**src/rtl/sal_multi_bk_pkg.sv**
```systemverilog
// Shared command encoding, bank states and page-policy constants for the
// multi-bank DRAM controller.
package sal_multi_bk_pkg;

    typedef enum logic [2:0] {
        CMD_NOP = 3'd0,
        CMD_ACT = 3'd1,
        CMD_RD  = 3'd2,
        CMD_WR  = 3'd3,
        CMD_PRE = 3'd4,
        CMD_REF = 3'd5
    } cmd_e;

    typedef enum logic {
        BANK_CLOSED = 1'b0,
        BANK_OPEN   = 1'b1
    } bank_state_e;

    localparam int OPEN_PAGE   = 0;
    localparam int CLOSED_PAGE = 1;

endpackage

```
**src/rtl/sal_bank_fsm.sv**
```systemverilog
// One bank: CLOSED/OPEN state, open-row register, per-bank timing counters
// and the single command this bank would like to issue this cycle.
module sal_bank_fsm
    import sal_multi_bk_pkg::*;
#(
    parameter int RA_WIDTH    = 16,
    parameter int CNT_WIDTH   = 8,
    parameter int PAGE_POLICY = 0
) (
    input  logic                 clk,
    input  logic                 rst_n,
    input  logic                 req_valid,
    input  logic                 req_wr,
    input  logic [RA_WIDTH-1:0]  req_ra,
    input  logic                 ref_req,
    input  logic [CNT_WIDTH-1:0] t_rcd_m1,
    input  logic [CNT_WIDTH-1:0] t_rp_m1,
    input  logic [CNT_WIDTH-1:0] t_ras_m1,
    input  logic [CNT_WIDTH-1:0] t_rfc_m1,
    input  logic [CNT_WIDTH-1:0] t_rtp_m1,
    input  logic [CNT_WIDTH-1:0] t_wtp_m1,
    input  logic [CNT_WIDTH-1:0] row_open_cnt,
    input  logic                 rrd_met,
    input  logic                 ccd_met,
    input  logic                 rtw_met,
    input  logic                 wtr_met,
    input  logic                 grant,
    output logic                 cand_valid,
    output cmd_e                 cand_type
);

    bank_state_e          state_q, state_d;
    logic [RA_WIDTH-1:0]  open_row_q, open_row_d;
    logic rcd_met, rp_met, ras_met, rfc_met, rtp_met, wtp_met, row_open_met;
    logic ld_act, ld_pre, ld_ref, ld_rd, ld_wr;
    logic row_hit, pre_ok;

    assign ld_act = grant && (cand_type == CMD_ACT);
    assign ld_pre = grant && (cand_type == CMD_PRE);
    assign ld_ref = grant && (cand_type == CMD_REF);
    assign ld_rd  = grant && (cand_type == CMD_RD);
    assign ld_wr  = grant && (cand_type == CMD_WR);

    sal_timing_cntr #(.CNT_WIDTH(CNT_WIDTH)) u_rcd (.clk(clk), .rst_n(rst_n), .load(ld_act), .load_val(t_rcd_m1), .met(rcd_met));
    sal_timing_cntr #(.CNT_WIDTH(CNT_WIDTH)) u_ras (.clk(clk), .rst_n(rst_n), .load(ld_act), .load_val(t_ras_m1), .met(ras_met));
    sal_timing_cntr #(.CNT_WIDTH(CNT_WIDTH)) u_rp  (.clk(clk), .rst_n(rst_n), .load(ld_pre), .load_val(t_rp_m1),  .met(rp_met));
    sal_timing_cntr #(.CNT_WIDTH(CNT_WIDTH)) u_rfc (.clk(clk), .rst_n(rst_n), .load(ld_ref), .load_val(t_rfc_m1), .met(rfc_met));
    sal_timing_cntr #(.CNT_WIDTH(CNT_WIDTH)) u_rtp (.clk(clk), .rst_n(rst_n), .load(ld_rd),  .load_val(t_rtp_m1), .met(rtp_met));
    sal_timing_cntr #(.CNT_WIDTH(CNT_WIDTH)) u_wtp (.clk(clk), .rst_n(rst_n), .load(ld_wr),  .load_val(t_wtp_m1), .met(wtp_met));
    sal_timing_cntr #(.CNT_WIDTH(CNT_WIDTH)) u_row_open (
        .clk(clk), .rst_n(rst_n), .load(ld_rd || ld_wr), .load_val(row_open_cnt), .met(row_open_met)
    );

    assign row_hit = (req_ra == open_row_q);
    assign pre_ok  = ras_met && rtp_met && wtp_met;

    // A refresh or row miss on an open bank must close the row first.
    always_comb begin
        cand_valid = 1'b0;
        cand_type  = CMD_NOP;
        case (state_q)
            BANK_CLOSED: begin
                if (rp_met && rfc_met && rrd_met) begin
                    if (ref_req) begin
                        cand_valid = 1'b1;
                        cand_type  = CMD_REF;
                    end else if (req_valid) begin
                        cand_valid = 1'b1;
                        cand_type  = CMD_ACT;
                    end
                end
            end
            BANK_OPEN: begin
                if (ref_req || (req_valid && !row_hit)) begin
                    if (pre_ok) begin
                        cand_valid = 1'b1;
                        cand_type  = CMD_PRE;
                    end
                end else if (req_valid) begin
                    if (req_wr) begin
                        if (rcd_met && ccd_met && rtw_met) begin
                            cand_valid = 1'b1;
                            cand_type  = CMD_WR;
                        end
                    end else if (rcd_met && ccd_met && wtr_met) begin
                        cand_valid = 1'b1;
                        cand_type  = CMD_RD;
                    end
                end else if (pre_ok && ((PAGE_POLICY == CLOSED_PAGE) || row_open_met)) begin
                    cand_valid = 1'b1;
                    cand_type  = CMD_PRE;
                end
            end
            default: ;
        endcase
    end

    always_comb begin
        state_d    = state_q;
        open_row_d = open_row_q;
        if (ld_act) begin
            state_d    = BANK_OPEN;
            open_row_d = req_ra;
        end else if (ld_pre) begin
            state_d = BANK_CLOSED;
        end
    end

    always_ff @(posedge clk) begin
        if (!rst_n) begin
            state_q    <= BANK_CLOSED;
            open_row_q <= '0;
        end else begin
            state_q    <= state_d;
            open_row_q <= open_row_d;
        end
    end

endmodule

```
**src/rtl/sal_timing_cntr.sv**
```systemverilog
// Loadable down-counter that saturates at zero; a timing constraint is met
// while the count is zero.
module sal_timing_cntr #(
    parameter int CNT_WIDTH = 8
) (
    input  logic                 clk,
    input  logic                 rst_n,
    input  logic                 load,
    input  logic [CNT_WIDTH-1:0] load_val,
    output logic                 met
);

    logic [CNT_WIDTH-1:0] cnt_q, cnt_d;

    always_comb begin
        cnt_d = cnt_q;
        if (load) begin
            cnt_d = load_val;
        end else if (cnt_q != '0) begin
            cnt_d = cnt_q - CNT_WIDTH'(1);
        end
    end

    always_ff @(posedge clk) begin
        if (!rst_n) begin
            cnt_q <= '0;
        end else begin
            cnt_q <= cnt_d;
        end
    end

    assign met = (cnt_q == '0);

endmodule

```
**src/rtl/sal_multi_bk_ctrl.sv**
```systemverilog
// Multi-bank controller top: per-bank FSMs, shared inter-bank timers,
// round-robin command arbiter and the registered command bus.
module sal_multi_bk_ctrl
    import sal_multi_bk_pkg::*;
#(
    parameter int NUM_BANKS   = 4,
    parameter int RA_WIDTH    = 16,
    parameter int CA_WIDTH    = 10,
    parameter int ID_WIDTH    = 4,
    parameter int LEN_WIDTH   = 4,
    parameter int CNT_WIDTH   = 8,
    parameter int PAGE_POLICY = 0
) (
    input  logic                           clk,
    input  logic                           rst_n,
    input  logic [NUM_BANKS-1:0]           req_valid,
    output logic [NUM_BANKS-1:0]           req_ready,
    input  logic [NUM_BANKS-1:0]           req_wr,
    input  logic [NUM_BANKS*RA_WIDTH-1:0]  req_ra,
    input  logic [NUM_BANKS*CA_WIDTH-1:0]  req_ca,
    input  logic [NUM_BANKS*ID_WIDTH-1:0]  req_id,
    input  logic [NUM_BANKS*LEN_WIDTH-1:0] req_len,
    input  logic [NUM_BANKS-1:0]           ref_req_i,
    output logic [NUM_BANKS-1:0]           ref_gnt_o,
    input  logic [CNT_WIDTH-1:0]           t_rcd_m1,
    input  logic [CNT_WIDTH-1:0]           t_rp_m1,
    input  logic [CNT_WIDTH-1:0]           t_ras_m1,
    input  logic [CNT_WIDTH-1:0]           t_rfc_m1,
    input  logic [CNT_WIDTH-1:0]           t_rtp_m1,
    input  logic [CNT_WIDTH-1:0]           t_wtp_m1,
    input  logic [CNT_WIDTH-1:0]           t_rrd_m1,
    input  logic [CNT_WIDTH-1:0]           t_ccd_m1,
    input  logic [CNT_WIDTH-1:0]           t_rtw_m1,
    input  logic [CNT_WIDTH-1:0]           t_wtr_m1,
    input  logic [CNT_WIDTH-1:0]           row_open_cnt,
    output logic                           cmd_valid,
    output logic [2:0]                     cmd_type,
    output logic [$clog2(NUM_BANKS)-1:0]   cmd_ba,
    output logic [RA_WIDTH-1:0]            cmd_ra,
    output logic [CA_WIDTH-1:0]            cmd_ca,
    output logic [ID_WIDTH-1:0]            cmd_id,
    output logic [LEN_WIDTH-1:0]           cmd_len
);

    localparam int BA_W = $clog2(NUM_BANKS);

    logic [NUM_BANKS-1:0] cand_valid, bank_gnt;
    cmd_e                 cand_type [NUM_BANKS];
    logic                 rrd_met, ccd_met, rtw_met, wtr_met;
    logic                 any_gnt;
    int                   gnt_idx, arb_idx;
    cmd_e                 gnt_type;
    logic [BA_W-1:0]      gnt_ba, rr_q, rr_d;

    logic                 cmd_valid_q, cmd_valid_d;
    cmd_e                 cmd_type_q, cmd_type_d;
    logic [BA_W-1:0]      cmd_ba_q, cmd_ba_d;
    logic [RA_WIDTH-1:0]  cmd_ra_q, cmd_ra_d;
    logic [CA_WIDTH-1:0]  cmd_ca_q, cmd_ca_d;
    logic [ID_WIDTH-1:0]  cmd_id_q, cmd_id_d;
    logic [LEN_WIDTH-1:0] cmd_len_q, cmd_len_d;

    for (genvar b = 0; b < NUM_BANKS; b++) begin : g_bank
        sal_bank_fsm #(
            .RA_WIDTH(RA_WIDTH), .CNT_WIDTH(CNT_WIDTH), .PAGE_POLICY(PAGE_POLICY)
        ) u_bank (
            .clk(clk), .rst_n(rst_n),
            .req_valid(req_valid[b]), .req_wr(req_wr[b]),
            .req_ra(req_ra[b*RA_WIDTH +: RA_WIDTH]), .ref_req(ref_req_i[b]),
            .t_rcd_m1(t_rcd_m1), .t_rp_m1(t_rp_m1), .t_ras_m1(t_ras_m1), .t_rfc_m1(t_rfc_m1),
            .t_rtp_m1(t_rtp_m1), .t_wtp_m1(t_wtp_m1), .row_open_cnt(row_open_cnt),
            .rrd_met(rrd_met), .ccd_met(ccd_met), .rtw_met(rtw_met), .wtr_met(wtr_met),
            .grant(bank_gnt[b]), .cand_valid(cand_valid[b]), .cand_type(cand_type[b])
        );
    end

    sal_timing_cntr #(.CNT_WIDTH(CNT_WIDTH)) u_rrd (
        .clk(clk), .rst_n(rst_n), .load(any_gnt && (gnt_type == CMD_ACT)), .load_val(t_rrd_m1), .met(rrd_met)
    );
    sal_timing_cntr #(.CNT_WIDTH(CNT_WIDTH)) u_ccd (
        .clk(clk), .rst_n(rst_n), .load(any_gnt && ((gnt_type == CMD_RD) || (gnt_type == CMD_WR))),
        .load_val(t_ccd_m1), .met(ccd_met)
    );
    sal_timing_cntr #(.CNT_WIDTH(CNT_WIDTH)) u_rtw (
        .clk(clk), .rst_n(rst_n), .load(any_gnt && (gnt_type == CMD_RD)), .load_val(t_rtw_m1), .met(rtw_met)
    );
    sal_timing_cntr #(.CNT_WIDTH(CNT_WIDTH)) u_wtr (
        .clk(clk), .rst_n(rst_n), .load(any_gnt && (gnt_type == CMD_WR)), .load_val(t_wtr_m1), .met(wtr_met)
    );

    // First eligible bank at or after rr wins; nothing is granted in reset.
    always_comb begin
        any_gnt  = 1'b0;
        gnt_idx  = 0;
        arb_idx  = 0;
        gnt_type = CMD_NOP;
        bank_gnt = '0;
        for (int i = 0; i < NUM_BANKS; i++) begin
            arb_idx = int'(rr_q) + i;
            if (arb_idx >= NUM_BANKS) begin
                arb_idx = arb_idx - NUM_BANKS;
            end
            if (!any_gnt && rst_n && cand_valid[arb_idx]) begin
                any_gnt  = 1'b1;
                gnt_idx  = arb_idx;
                gnt_type = cand_type[arb_idx];
            end
        end
        if (any_gnt) begin
            bank_gnt[gnt_idx] = 1'b1;
        end
    end

    assign gnt_ba    = BA_W'(gnt_idx);
    assign req_ready = ((gnt_type == CMD_RD) || (gnt_type == CMD_WR)) ? bank_gnt : '0;
    assign ref_gnt_o = (gnt_type == CMD_REF) ? bank_gnt : '0;

    always_comb begin
        rr_d        = rr_q;
        cmd_valid_d = any_gnt;
        cmd_type_d  = any_gnt ? gnt_type : CMD_NOP;
        cmd_ba_d    = cmd_ba_q;
        cmd_ra_d    = cmd_ra_q;
        cmd_ca_d    = cmd_ca_q;
        cmd_id_d    = cmd_id_q;
        cmd_len_d   = cmd_len_q;
        if (any_gnt) begin
            rr_d     = (gnt_ba == BA_W'(NUM_BANKS - 1)) ? '0 : gnt_ba + BA_W'(1);
            cmd_ba_d = gnt_ba;
            if ((gnt_type == CMD_ACT) || (gnt_type == CMD_RD) || (gnt_type == CMD_WR)) begin
                cmd_ra_d = req_ra[gnt_idx*RA_WIDTH +: RA_WIDTH];
            end
            if ((gnt_type == CMD_RD) || (gnt_type == CMD_WR)) begin
                cmd_ca_d  = req_ca[gnt_idx*CA_WIDTH +: CA_WIDTH];
                cmd_id_d  = req_id[gnt_idx*ID_WIDTH +: ID_WIDTH];
                cmd_len_d = req_len[gnt_idx*LEN_WIDTH +: LEN_WIDTH];
            end
        end
    end

    always_ff @(posedge clk) begin
        if (!rst_n) begin
            rr_q        <= '0;
            cmd_valid_q <= 1'b0;
            cmd_type_q  <= CMD_NOP;
            cmd_ba_q    <= '0;
            cmd_ra_q    <= '0;
            cmd_ca_q    <= '0;
            cmd_id_q    <= '0;
            cmd_len_q   <= '0;
        end else begin
            rr_q        <= rr_d;
            cmd_valid_q <= cmd_valid_d;
            cmd_type_q  <= cmd_type_d;
            cmd_ba_q    <= cmd_ba_d;
            cmd_ra_q    <= cmd_ra_d;
            cmd_ca_q    <= cmd_ca_d;
            cmd_id_q    <= cmd_id_d;
            cmd_len_q   <= cmd_len_d;
        end
    end

    assign cmd_valid = cmd_valid_q;
    assign cmd_type  = cmd_type_q;
    assign cmd_ba    = cmd_ba_q;
    assign cmd_ra    = cmd_ra_q;
    assign cmd_ca    = cmd_ca_q;
    assign cmd_id    = cmd_id_q;
    assign cmd_len   = cmd_len_q;

endmodule
```
**config.mk**
```make
export PLATFORM = sky130hd
export DESIGN_NAME = sal_multi_bk_ctrl
export DESIGN_NICKNAME = d
export VERILOG_FILES = /design/src/rtl/sal_multi_bk_pkg.sv /design/src/rtl/sal_bank_fsm.sv /design/src/rtl/sal_timing_cntr.sv /design/src/rtl/sal_multi_bk_ctrl.sv
export SDC_FILE = /design/constraint.sdc
export NUM_CORES = 1
export LEC_CHECK = 0
export ABC_CLOCK_PERIOD_IN_PS = 20400
export BUFFER_PORTS_ARGS = -buffer_cell sky130_fd_sc_hd__buf_2
export CAP_MARGIN = 30
export CORE_UTILIZATION = 55
export CTS_CLUSTER_SIZE = 14
export DETAILED_ROUTE_END_ITERATION = 7
export PLACE_DENSITY = 0.76
export SYNTH_ARGS = -nofsm -noshare
export SYNTH_HDL_FRONTEND = slang
export SYNTH_HIERARCHICAL = 1
export SYNTH_SLANG_ARGS = --single-unit
export TNS_END_PERCENT = 1
```
**constraint.sdc**
```tcl
create_clock -name clk -period 20.4 [get_ports clk]
set_input_delay 5.1 -clock clk [delete_from_list [all_inputs] [get_ports clk]]
set_output_delay 5.1 -clock clk [all_outputs]
set_load 0.005 [all_outputs]
```
# ---- Word level (Yosys, flattened, before mapping)
# Cells that the tools add are included.
dict set report word_totals {
  reg_bits 366
  out_inout_bits 48
  in_bits 238
  word_cells 539
}
dict set report classes {
  n_addsub 40
  multipliers 1
  mux 206
  n_eq_ne 29
  magnitude_cmp 14
  bitwise_logic 8
  n_shift 4
  reduce_logical 189
}
# op count
set op_table {}
lappend op_table {{2-to-1 mux 8 bit} 64}
lappend op_table {{zero test 8 bit} 32}
lappend op_table {{2-to-1 mux 32 bit} 8}
lappend op_table {{nonzero test 8 bit} 32}
lappend op_table {{subtractor 8 x 1 -> 8 bit (second input constant)} 32}
lappend op_table {{less-than comparator 32 x 4 -> 1 bit (second input constant)} 5}
lappend op_table {{greater-or-equal comparator 32 x 3 -> 1 bit (second input constant)} 4}
lappend op_table {{inverter 32 bit} 4}
lappend op_table {{2-to-1 mux 3 bit} 40}
lappend op_table {{nonzero test 2 bit} 36}
lappend op_table {{logical AND 1 bit} 68}
lappend op_table {{2-to-1 mux 1 bit} 65}
lappend op_table {{== test 16 bit} 4}
lappend op_table {{variable part select 16 x 32 -> 4 bit} 2}
lappend op_table {{variable part select 64 x 32 -> 16 bit} 1}
lappend op_table {{variable part select 40 x 32 -> 10 bit} 1}
lappend op_table {{greater-or-equal comparator 32 x 1 -> 1 bit (second input constant)} 1}
lappend op_table {{multiplier 32 x 4 -> 31 bit (second input constant)} 1}
lappend op_table {{== test 3 x 2 -> 1 bit (second input constant)} 10}
lappend op_table {{== test 3 bit (second input constant)} 9}
lappend op_table {{binary-select mux 3 bit (select 2 bit)} 4}
lappend op_table {{one-hot mux 3 bit (2 select lines)} 4}
lappend op_table {{2-to-1 mux 2 bit} 9}
lappend op_table {{== test 3 x 1 -> 1 bit (second input constant)} 5}
lappend op_table {{16 further kinds} 50}

# ---- Logic depth before layout (Yosys ltp)
# Gate-level depths: netlist of the first run.
dict set report depth {
  depth_word 33
  mapped_depth 26
  depth_no_buf 21
}

# ---- Hierarchy
# The synthesis of the first run kept the hierarchy.
# mod n_inst area_per_inst_um2 cells_per_inst
set modules_own_cells {}
lappend modules_own_cells {sal_timing_cntr 32 457.9 51}
lappend modules_own_cells {sal_multi_bk_ctrl 1 5686.7 751}
lappend modules_own_cells {sal_bank_fsm 4 969.7 105}

# ---- Worst setup path after synthesis of the first run
# No wires, ideal clock.
dict set report synth_path {
  kind {input-to-output}
  from {in req_ra[62]}
  to {out req_ready[0]}
  stages 15
  required_ns 15.300
  slack_ns 6.966
  t_arrival_ns 8.334
  cell_sequence {xnor2_1 > nand4_1 > nor3_1 > nand2_1 > a311o_1 > mux4_2 > nand3b_4 > o211ai_2 > and2_4 > buf_2 > buf_1 > buf_1 > ha_1 > inv_1 > nor3_1}
}
dict set report synth_between {
  elab_chain_len 29
  word_cells_on_any_way 64
}
# element line_no
set synth_lines {}
lappend synth_lines {{from (decl)} sal_multi_bk_ctrl.sv:19} ;# input logic [NUM_BANKS*RA_WIDTH-1:0] req_ra,
lappend synth_lines {{== test 16 bit *} sal_bank_fsm.sv:54} ;# assign row_hit = (req_ra == open_row_q);
lappend synth_lines {{zero test 1 bit *} sal_bank_fsm.sv:74} ;# if (ref_req || (req_valid && !row_hit)) begin
lappend synth_lines {{logical AND 1 bit *} sal_bank_fsm.sv:74}
lappend synth_lines {{logical OR 1 bit *} sal_bank_fsm.sv:74}
lappend synth_lines {{2-to-1 mux 1 bit *} sal_bank_fsm.sv:74}
lappend synth_lines {{one-hot mux 1 bit (2 select lines) *} sal_bank_fsm.sv:61} ;# case (state_q)
lappend synth_lines {{via cand_valid[3]} sal_multi_bk_ctrl.sv:47} ;# logic [NUM_BANKS-1:0] cand_valid, bank_gnt;
lappend synth_lines {{binary-select mux 1 bit (select 2 bit)} sal_multi_bk_ctrl.sv:103} ;# if (!any_gnt && rst_n && cand_valid[arb_idx]) begin
lappend synth_lines {{(+13 left out)} n/a}
lappend synth_lines {{logical AND 1 bit (2 in a row)} sal_multi_bk_ctrl.sv:103}
lappend synth_lines {{2-to-1 mux 32 bit} sal_multi_bk_ctrl.sv:103}
lappend synth_lines {{greater-or-equal comparator 32 x 1 -> 1 bit (not written as such) or less-than comparator 32 x 4 -> 1 bit (tied branches)} sal_multi_bk_ctrl.sv:110} ;# bank_gnt[gnt_idx] = 1'b1;
lappend synth_lines {{logical AND 1 bit (not written as such)} sal_multi_bk_ctrl.sv:110}
lappend synth_lines {{2-to-1 mux 1 bit (not written as such)} sal_multi_bk_ctrl.sv:110}
lappend synth_lines {{demux 1 bit (select 2 bit)} sal_multi_bk_ctrl.sv:110}
lappend synth_lines {{2-to-1 mux 4 bit} sal_multi_bk_ctrl.sv:109} ;# if (any_gnt) begin
lappend synth_lines {{2-to-1 mux 4 bit *} sal_multi_bk_ctrl.sv:115} ;# assign req_ready = ((gnt_type == CMD_RD) || (gnt_type == CMD_WR)) ? bank_gnt : '0;
lappend synth_lines {{to (decl)} sal_multi_bk_ctrl.sv:17} ;# output logic [NUM_BANKS-1:0] req_ready,
# Mark *: on every way through the listed nets, which the timed path passes. The rest lies on a longest branch. The select of a mux whose other input is x is not followed.

# ---- Final worst setup path of the first run
dict set report layout_path {
  from {in req_ra[60]}
  to {out ref_gnt_o[3]}
}
dict set report layout_between {
  elab_chain_len 29
  word_cells_on_any_way 62
}
# element line_no
set layout_lines {}
lappend layout_lines {{== test 16 bit *} sal_bank_fsm.sv:54}
lappend layout_lines {{zero test 1 bit *} sal_bank_fsm.sv:74}
lappend layout_lines {{logical AND 1 bit *} sal_bank_fsm.sv:74}
lappend layout_lines {{logical OR 1 bit *} sal_bank_fsm.sv:74}
lappend layout_lines {{2-to-1 mux 1 bit *} sal_bank_fsm.sv:74}
lappend layout_lines {{one-hot mux 1 bit (2 select lines) *} sal_bank_fsm.sv:61}
lappend layout_lines {{via cand_valid[3]} sal_multi_bk_ctrl.sv:47}
lappend layout_lines {{binary-select mux 1 bit (select 2 bit)} sal_multi_bk_ctrl.sv:103}
lappend layout_lines {{(+13 left out)} n/a}
lappend layout_lines {{logical AND 1 bit (2 in a row)} sal_multi_bk_ctrl.sv:103}
lappend layout_lines {{2-to-1 mux 32 bit} sal_multi_bk_ctrl.sv:103}
lappend layout_lines {{greater-or-equal comparator 32 x 1 -> 1 bit (not written as such) or less-than comparator 32 x 4 -> 1 bit (tied branches)} sal_multi_bk_ctrl.sv:110}
lappend layout_lines {{logical AND 1 bit (not written as such)} sal_multi_bk_ctrl.sv:110}
lappend layout_lines {{2-to-1 mux 1 bit (not written as such)} sal_multi_bk_ctrl.sv:110}
lappend layout_lines {{demux 1 bit (select 2 bit)} sal_multi_bk_ctrl.sv:110}
lappend layout_lines {{2-to-1 mux 4 bit} sal_multi_bk_ctrl.sv:109}
lappend layout_lines {{2-to-1 mux 4 bit *} sal_multi_bk_ctrl.sv:116} ;# assign ref_gnt_o = (gnt_type == CMD_REF) ? bank_gnt : '0;
lappend layout_lines {{to (decl)} sal_multi_bk_ctrl.sv:24} ;# output logic [NUM_BANKS-1:0] ref_gnt_o,
# Marks and branches as above.

==> results of run 1 <==
final cells by class:
class	count	area [um2]
clock inverters	18	173.9
fillers	3686	16160
repair buffers	315	1687
well taps	585	732.0
flip-flops and latches	366	7328
inverters	120	450.4
clock buffers	58	1211
multi-input cells	2167	15510
diodes	6	15.01
synth_stat cells, types with 37 or more instances:
cell type | instances | area share, %
xor2_1 | 37 | 1.3
nand3_1 | 228 | 4.7
ha_1 | 46 | 2.4
and3_1 | 39 | 1.0
o21ai_0 | 125 | 2.6
nor2_1 | 187 | 2.9
inv_1 | 112 | 1.7
o31ai_1 | 134 | 4.2
a21oi_1 | 66 | 1.4
clkbuf_1 | 67 | 1.0
o211ai_1 | 46 | 1.4
buf_6 | 38 | 1.8
nand2_1 | 286 | 4.4
a31oi_1 | 40 | 1.0
nand4_1 | 60 | 1.5
a211oi_1 | 40 | 1.2
mux2i_1 | 142 | 5.9
xnor2_1 | 157 | 5.7
dfxtp_1 | 366 | 30
nor3_1 | 88 | 1.8
flip-flops by register name (all words and copies together), names as in the netlist, 10 cells and up:
signal                          count
cmd_ca                             10
g_bank.u_bank/u_rcd/cnt_q          32
g_bank.u_bank/u_row_open/cnt_q     32
g_bank.u_bank/u_rtp/cnt_q          32
cmd_ra                             16
g_bank.u_bank/u_wtp/cnt_q          32
g_bank.u_bank/u_ras/cnt_q          32
g_bank.u_bank/open_row_q           64
g_bank.u_bank/u_rfc/cnt_q          32
g_bank.u_bank/u_rp/cnt_q           32
cell families after synthesis:
kind of cell	count (synthesis)	synth area share (%)
flip-flops	366	30.25
adder cells (fa/ha/maj)	47	2.459
AO/OA/AOI/OAI	643	19.74
buffers and inverters	270	5.817
AND/OR/NAND/NOR	1119	27.03
XOR/XNOR	196	7.150
multiplexers	162	7.542
per-stage QoR:
step / hold slack [ns] / util [%] / instances / setup slack, ns / total power (W)
6_report: 0.4861 / 62.65 / 3635 / 5.284 / 0.003416
5_1_grt: 0.5291 / 62.63 / 3632 / 5.077 / 0.003623
4_1_cts: 0.4871 / 62.60 / 3628 / 5.427 / 0.003406
3_5_place_dp: 0.4726 / 59.40 / 3552 / 5.459 / 0.002634
3_3_place_gp: 0.4661 / 59.27 / 3548 / 5.512 / 0.002552
2_1_floorplan: 0.4680 / - / 2803 / 6.966 / 0.002383
metal layers:
layer	routed length, um	track usage, %	up-vias
met1	31110	42.09	11258
met5	34	0	-
met2	34900	54.47	1100
li1	-	-	10923
met4	3189	14.84	6
met3	6971	7.032	224
worst max-delay path, cell delays in order:
cell and delay (ns):
buf_2 0.12, xnor2_1 0.30, nand3_1 0.15, nor3_2 0.28
nand2_1 0.19, a311o_1 0.46, mux4_2 0.60, nand3b_4 0.29
o21ai_2 0.32, a21o_2 0.55, inv_2 0.10, buf_4 0.67
ha_1 0.31, inv_1 0.08, nor2_1 0.24, buf_2 0.18
where the power goes:
part	total (W)	switching, W	internal [W]
Combinational	0.00154	0.000846	0.000693
Clock	0.000763	0.000321	0.000442
Sequential	0.00111	0.000211	0.000903
worst max-delay path by stage:
stage	end	slack [ns]	depth (start not counted)
after floorplan	req_ready[0]	6.97	15
after global placement	ref_gnt_o[3]	5.51	16
after detailed placement	ref_gnt_o[3]	5.46	16
after CTS	ref_gnt_o[3]	5.43	16
after global routing	ref_gnt_o[3]	5.08	16
final	ref_gnt_o[3]	5.28	16
==> out/summary.log, run 1 <==
[status] outcome complete, no violations
[flow_run] maxcap violations 0
[cells_and_area] fraction of layout instances using a drive strength above 1 18.46%
[yosys] synthesized area divided by synthesized cell count 8.641 um2
[cells_and_area] area added between synthesis and finish 11.91%
[global_route] pin count of the biggest net entering global routing 150
[drt] Pre-Repair DR Iteration Count 7
[cells_and_area] leading cell type in the layout, fill and taps excluded dfxtp_1
[critical_path] Worst EP required 15.30 ns
[cts] number of cells upsized or downsized after cts 0
[cells_and_area] final instance area 27100 um2
[critical_path] path depth of the worst reg2reg path 23
[place] final weighted congestion in routability-driven placement 0.9576
[yosys] number of unique standard cell types used by synthesis 97
[critical_path] Critical Path Sink Type output port
[timing] final number of max-transition violations 0
[global_route] antenna violations before repair 12
[yosys] post-synthesis instance area 24220 um2
[drt] remaining routing DRC violations 0
[yosys] number of register bits inferred by synthesis 366
[cts] maximum number of buffers from clock root to sink 3
[floorplan] width of the die 211.8 um
[hold_path] worst min-delay path class reg2reg
[critical_path] Crit Reg-Reg Endpoint cmd_ca[8]
[cells_and_area] highest-count cells in the layout ignoring fill and taps dfxtp_1 (365), nand2_1 (286), buf_2 (285)
[timing] Fmax achieved 66.15 MHz
[cts] number of clock sinks 366
[yosys] Post-Synthesis Cells 2803
[hold_path] Hold Crit Depth 2
[yosys] synthesized netlist net count 3088
[timing] ratio of final minimum period to clock period 74.10%
[pwr] leakage power figure 10.01 nW
[timing] RSZ-0062 raised after global routing no
[cts] total number of H-tree levels 2
[critical_path] peak fanout along the critical path 74
[yosys] fraction of synthesis flops using an asynchronous set or reset pin 0%
[drt] number of vias per cell 6.468
[cts] post-CTS clock slew at the launch and capture registers of the worst setup and hold paths 0.05 ns
[cts] count of hold buffers inserted by post-cts repair 0
[drt] sum of routed wire length over all layers 76210 um
[critical_path] worst-case register-to-register setup slack 12.56 ns
[floorplan] Core Rows 76
[place] detailed placer's ending HPWL 55220 um
[cts] clock tree from TritonCTS built
[hold_path] Worst Min Path Start cmd_ra[0]
[timing] relative slew slack 25.01%
[critical_path] crit path kind in2out
[floorplan] IO Count 286
[critical_path] source of the worst register-to-register timing path u_rrd/cnt_q[0]
[cts] clock latency at the later pin of the worst-skew pair 0.58 ns
[cts] clock root buffer master clkbuf_16
[floorplan] Die Footprint 44880 um2
[timing] setup_tns 0 ns
[timing] clock skew after layout 0.01234 ns
[cells_and_area] layout net count 3296
[floorplan] die span in y 211.8 um
[place] count of input and output buffers 285
[floorplan] effective utilization at floorplan 55.98%
[cts] cts bufs inserted 41
[pwr] cell area power density 126.0 nW/um2
[yosys] part of the Yosys area used for sequential elements 30.25%
[place] instance area at placement 25700 um2
[timing] count of endpoints failing setup in the final report 0
[yosys] warning count from the yosys run 6
[yosys] EDFF count, synth 0
[drt] Post-DRT Antenna Nets 0
[yosys] leading register cell type out of synthesis dfxtp_1
[cts] number of buffers inserted to repair setup after CTS 0
[critical_path] type of element launching the critical path input pin
[pwr] worst supply voltage drop on vdd 0.00009027 V
[drt] detail-routed net length per standard cell 20.96 um
[global_route] GRT overflow 0
[drt] drt initial violations 2376
[timing] shortest period the worst path allows 15.12 ns
[timing] Worst Max-Slew Pin Slew 1.118 ns
[critical_path] first element of the critical path req_ra[60]
[critical_path] Worst EP arrival 10.02 ns
[drt] detailed-route via count 23511
[timing] final count of hold timing violations 0
[floorplan] placeable core region 43270 um2
[global_route] wire length of the first global-routing pass 119700 um
[global_route] GRT Overall Usage 33.31%
[hold_path] Hold Crit Endpoint cmd_ra[0]
[global_route] number of global-route vias before repair 22403
Power figures use the tool's default switching activity.
==> run 2: changes to the inputs <==
--- a/config.mk
+++ b/config.mk
@@ -5,7 +5,7 @@
 export SDC_FILE = /design/constraint.sdc
 export NUM_CORES = 1
 export LEC_CHECK = 0
-export ABC_CLOCK_PERIOD_IN_PS = 20400
+export ABC_CLOCK_PERIOD_IN_PS = 15200
 export BUFFER_PORTS_ARGS = -buffer_cell sky130_fd_sc_hd__buf_2
 export CAP_MARGIN = 30
 export CORE_UTILIZATION = 55
==> constraint.sdc (replaced) <==
create_clock -name clk -period 15.2 [get_ports clk]
set_input_delay 3.8 -clock clk [delete_from_list [all_inputs] [get_ports clk]]
set_output_delay 3.8 -clock clk [all_outputs]
set_load 0.005 [all_outputs]
==> run 2 against run 1 <==
Effect of this change: cell count unchanged; via count down 0.18%; largest power group unchanged; critical endpoint unchanged; sequential power grew 34%; first-iteration DRC count is 1.9% higher; highest routed layer unchanged.
==> out/summary.log, run 2 (synthesis gave the netlist of run 1 again) <==
[pwr] cell area power density 170.0 nW/um2 [+35%]
[drt] Post-DRT Antenna Nets 0 [unchanged]
[critical_path] worst-case register-to-register setup slack 7.08 ns [-5.48 ns]
[global_route] GRT overflow 0 [unchanged]
[cts] clock root buffer master clkbuf_16
[pwr] leakage power figure 10.03 nW [+0.19%]
[floorplan] effective utilization at floorplan 55.98% [unchanged]
[global_route] antenna violations before repair 13 [+1]
[status] outcome complete, no violations
[critical_path] peak fanout along the critical path 36 [-51%]
[timing] smallest setup slack after layout 2.776 ns [-2.508 ns]
[drt] sum of routed wire length over all layers 76220 um [about the same]
[place] worst slack, placed 2.956 ns [-2.502 ns]
[global_route] wire length of the first global-routing pass 119700 um [about the same]
[timing] setup_tns 0 ns [unchanged]
[timing] ratio of final minimum period to clock period 81.73%
[timing] final number of max-transition violations 0 [unchanged]
[drt] drt initial violations 2422 [+1.9%]
[critical_path] type of element launching the critical path input pin
[drt] detailed-route via count 23468 [-0.18%]
[timing] relative slew slack 23.74% [-1.3 points]
[cts] post-CTS clock slew at the launch and capture registers of the worst setup and hold paths 0.06 ns [about the same]
[cts] clock latency at the later pin of the worst-skew pair 0.59 ns [about the same]
[critical_path] crit path capture ref_gnt_o[3]
[pwr] worst supply voltage drop on vdd 0.0001002 V [+11%]
[critical_path] path depth of the worst reg2reg path 23 [unchanged]
[cells_and_area] leading cell type in the layout, fill and taps excluded dfxtp_1
[cts] count of hold buffers inserted by post-cts repair 0 [unchanged]
[cts] maximum number of buffers from clock root to sink 3 [unchanged]
[place] count of input and output buffers 285 [unchanged]
[drt] detail-routed net length per standard cell 20.97 um [about the same]
[critical_path] crit path kind in2out
[critical_path] Worst EP required 11.40 ns [-3.90 ns]
[global_route] GRT Overall Usage 33.31% [about the same]
[critical_path] Worst EP arrival 8.62 ns [-1.40 ns]
[cts] cts bufs inserted 42 [+2.4%]
[cells_and_area] register with the most flip-flops g_bank.u_bank/open_row_q
[floorplan] IO Count 286 [unchanged]
[critical_path] first element of the critical path req_ra[60]
[hold_path] worst min-delay path class reg2reg
[timing] shortest period the worst path allows 12.42 ns
[timing] clock skew after layout 0.02974 ns [+0.01740 ns]
[cts] clock tree from TritonCTS built
[cts] number of buffers inserted to repair setup after CTS 0 [unchanged]
[cells_and_area] layout filler cell count 3663 [-0.62%]
[global_route] pin count of the biggest net entering global routing 264 [+76%]
[floorplan] width of the die 211.8 um [unchanged]
[floorplan] Die Footprint 44880 um2 [unchanged]
[timing] Worst Max-Slew Pin Slew 1.135 ns [+0.01702 ns]
[drt] number of vias per cell 6.456 [-0.18%]
[pwr] Design Power 0.004618 W [+35%]
[floorplan] Core Rows 76 [unchanged]
[cells_and_area] number of flip-flops in the largest register 64 [unchanged]
[global_route] number of global-route vias before repair 22368 [-0.16%]
[timing] RSZ-0062 raised after global routing no
[timing] Fmax achieved 80.49 MHz
[cts] number of cells upsized or downsized after cts 0 [unchanged]
[place] detailed placer's ending HPWL 55060 um [-0.29%]
[floorplan] placeable core region 43270 um2 [unchanged]
[timing] count of endpoints failing setup in the final report 0 [unchanged]
[critical_path] source of the worst register-to-register timing path u_rrd/cnt_q[0]
[timing] final count of hold timing violations 0 [unchanged]
[cells_and_area] multi-input combinational cell area 15510 um2 [unchanged]
[drt] Pre-Repair DR Iteration Count 6 [-1]
[cells_and_area] fraction of layout instances using a drive strength above 1 18.38% [-0.080 points]
[drt] remaining routing DRC violations 0 [unchanged]
[critical_path] Crit Reg-Reg Endpoint cmd_ca[4]
[cts] number of clock sinks 366 [unchanged]
[cts] total number of H-tree levels 2 [unchanged]
[flow_run] maxcap violations 0 [unchanged]
[cells_and_area] layout net count 3294 [-0.061%]
[cells_and_area] area added between synthesis and finish 12.18%
[floorplan] die span in y 211.8 um [unchanged]
[cells_and_area] register area 7328 um2 [unchanged]
[place] final weighted congestion in routability-driven placement 0.9488 [-0.92%]
[critical_path] Critical Path Sink Type output port
[cells_and_area] highest-count cells in the layout ignoring fill and taps dfxtp_1 (365), nand2_1 (286), buf_2 (285)
[run 2: area by class of cell]
cell class / count / share of cell area, %
Antenna cell: 9 / 0.08289
Clock buffer: 57 / 4.449
Multi-Input combinational cell: 2167 / 57.08
Sequential cell: 366 / 26.97
Clock inverter: 19 / 0.9256
Tap cell: 585 / 2.694
Timing Repair Buffer: 312 / 6.143
Inverter: 120 / 1.658
[run 2: critical path, cell delays in order]
cell and delay (ns):
buf_2 0.12, xnor2_1 0.29, nand3_1 0.14, nor3_2 0.28, nand2_1 0.20, a311o_1 0.47
mux4_2 0.61, nand3b_4 0.38, o21ai_2 0.43, a21o_2 0.70, inv_2 0.47, ha_1 0.34
inv_1 0.10, nor2_1 0.10, buf_2 0.16
[run 2: routing by layer]
layer / global-route usage, % / part of all wire (%)
met5: 0 / 0.067
met4: 13.04 / 3.7
met3: 7.313 / 8.6
met2: 54.96 / 46
met1: 42.17 / 42
[run 2: worst min-delay path by stage]
stage | startpoint | to | slack [ns] | cells past startpoint
final | cmd_ca[5] | cmd_ca[5] | 0.49 | 2
after CTS | cmd_ca[5] | cmd_ca[5] | 0.49 | 2
after floorplan | g_bank[0].u_bank/u_ras/cnt_q[6] | g_bank[0].u_bank/u_ras/cnt_q[6] | 0.47 | 2
after global placement | cmd_id[1] | cmd_id[1] | 0.47 | 2
after detailed placement | cmd_ca[5] | cmd_ca[5] | 0.47 | 2
after global routing | cmd_ca[5] | cmd_ca[5] | 0.51 | 2
[run 2: stage by stage]
step | area, um2 | hold WS (ns) | util (%) | std cells
2_1_floorplan | 24220 | 0.4680 | - | 2803
3_3_place_gp | 25640 | 0.4705 | 59.26 | 3546
3_5_place_dp | 25680 | 0.4678 | 59.36 | 3549
4_1_cts | 27140 | 0.4866 | 62.73 | 3625
5_1_grt | 27150 | 0.5143 | 62.76 | 3628
6_report | 27170 | 0.4882 | 62.80 | 3635
[run 2: power by group]
| part | switching, W | internal [W] | leakage (nW) |
|---|---|---|---|
| clock | 0.000435 | 0.000630 | 0.721 |
| combinational | 0.00113 | 0.000928 | 6.31 |
| sequential | 0.000281 | 0.00121 | 3.00 |
| total | 0.00185 | 0.00277 | 10.0 |
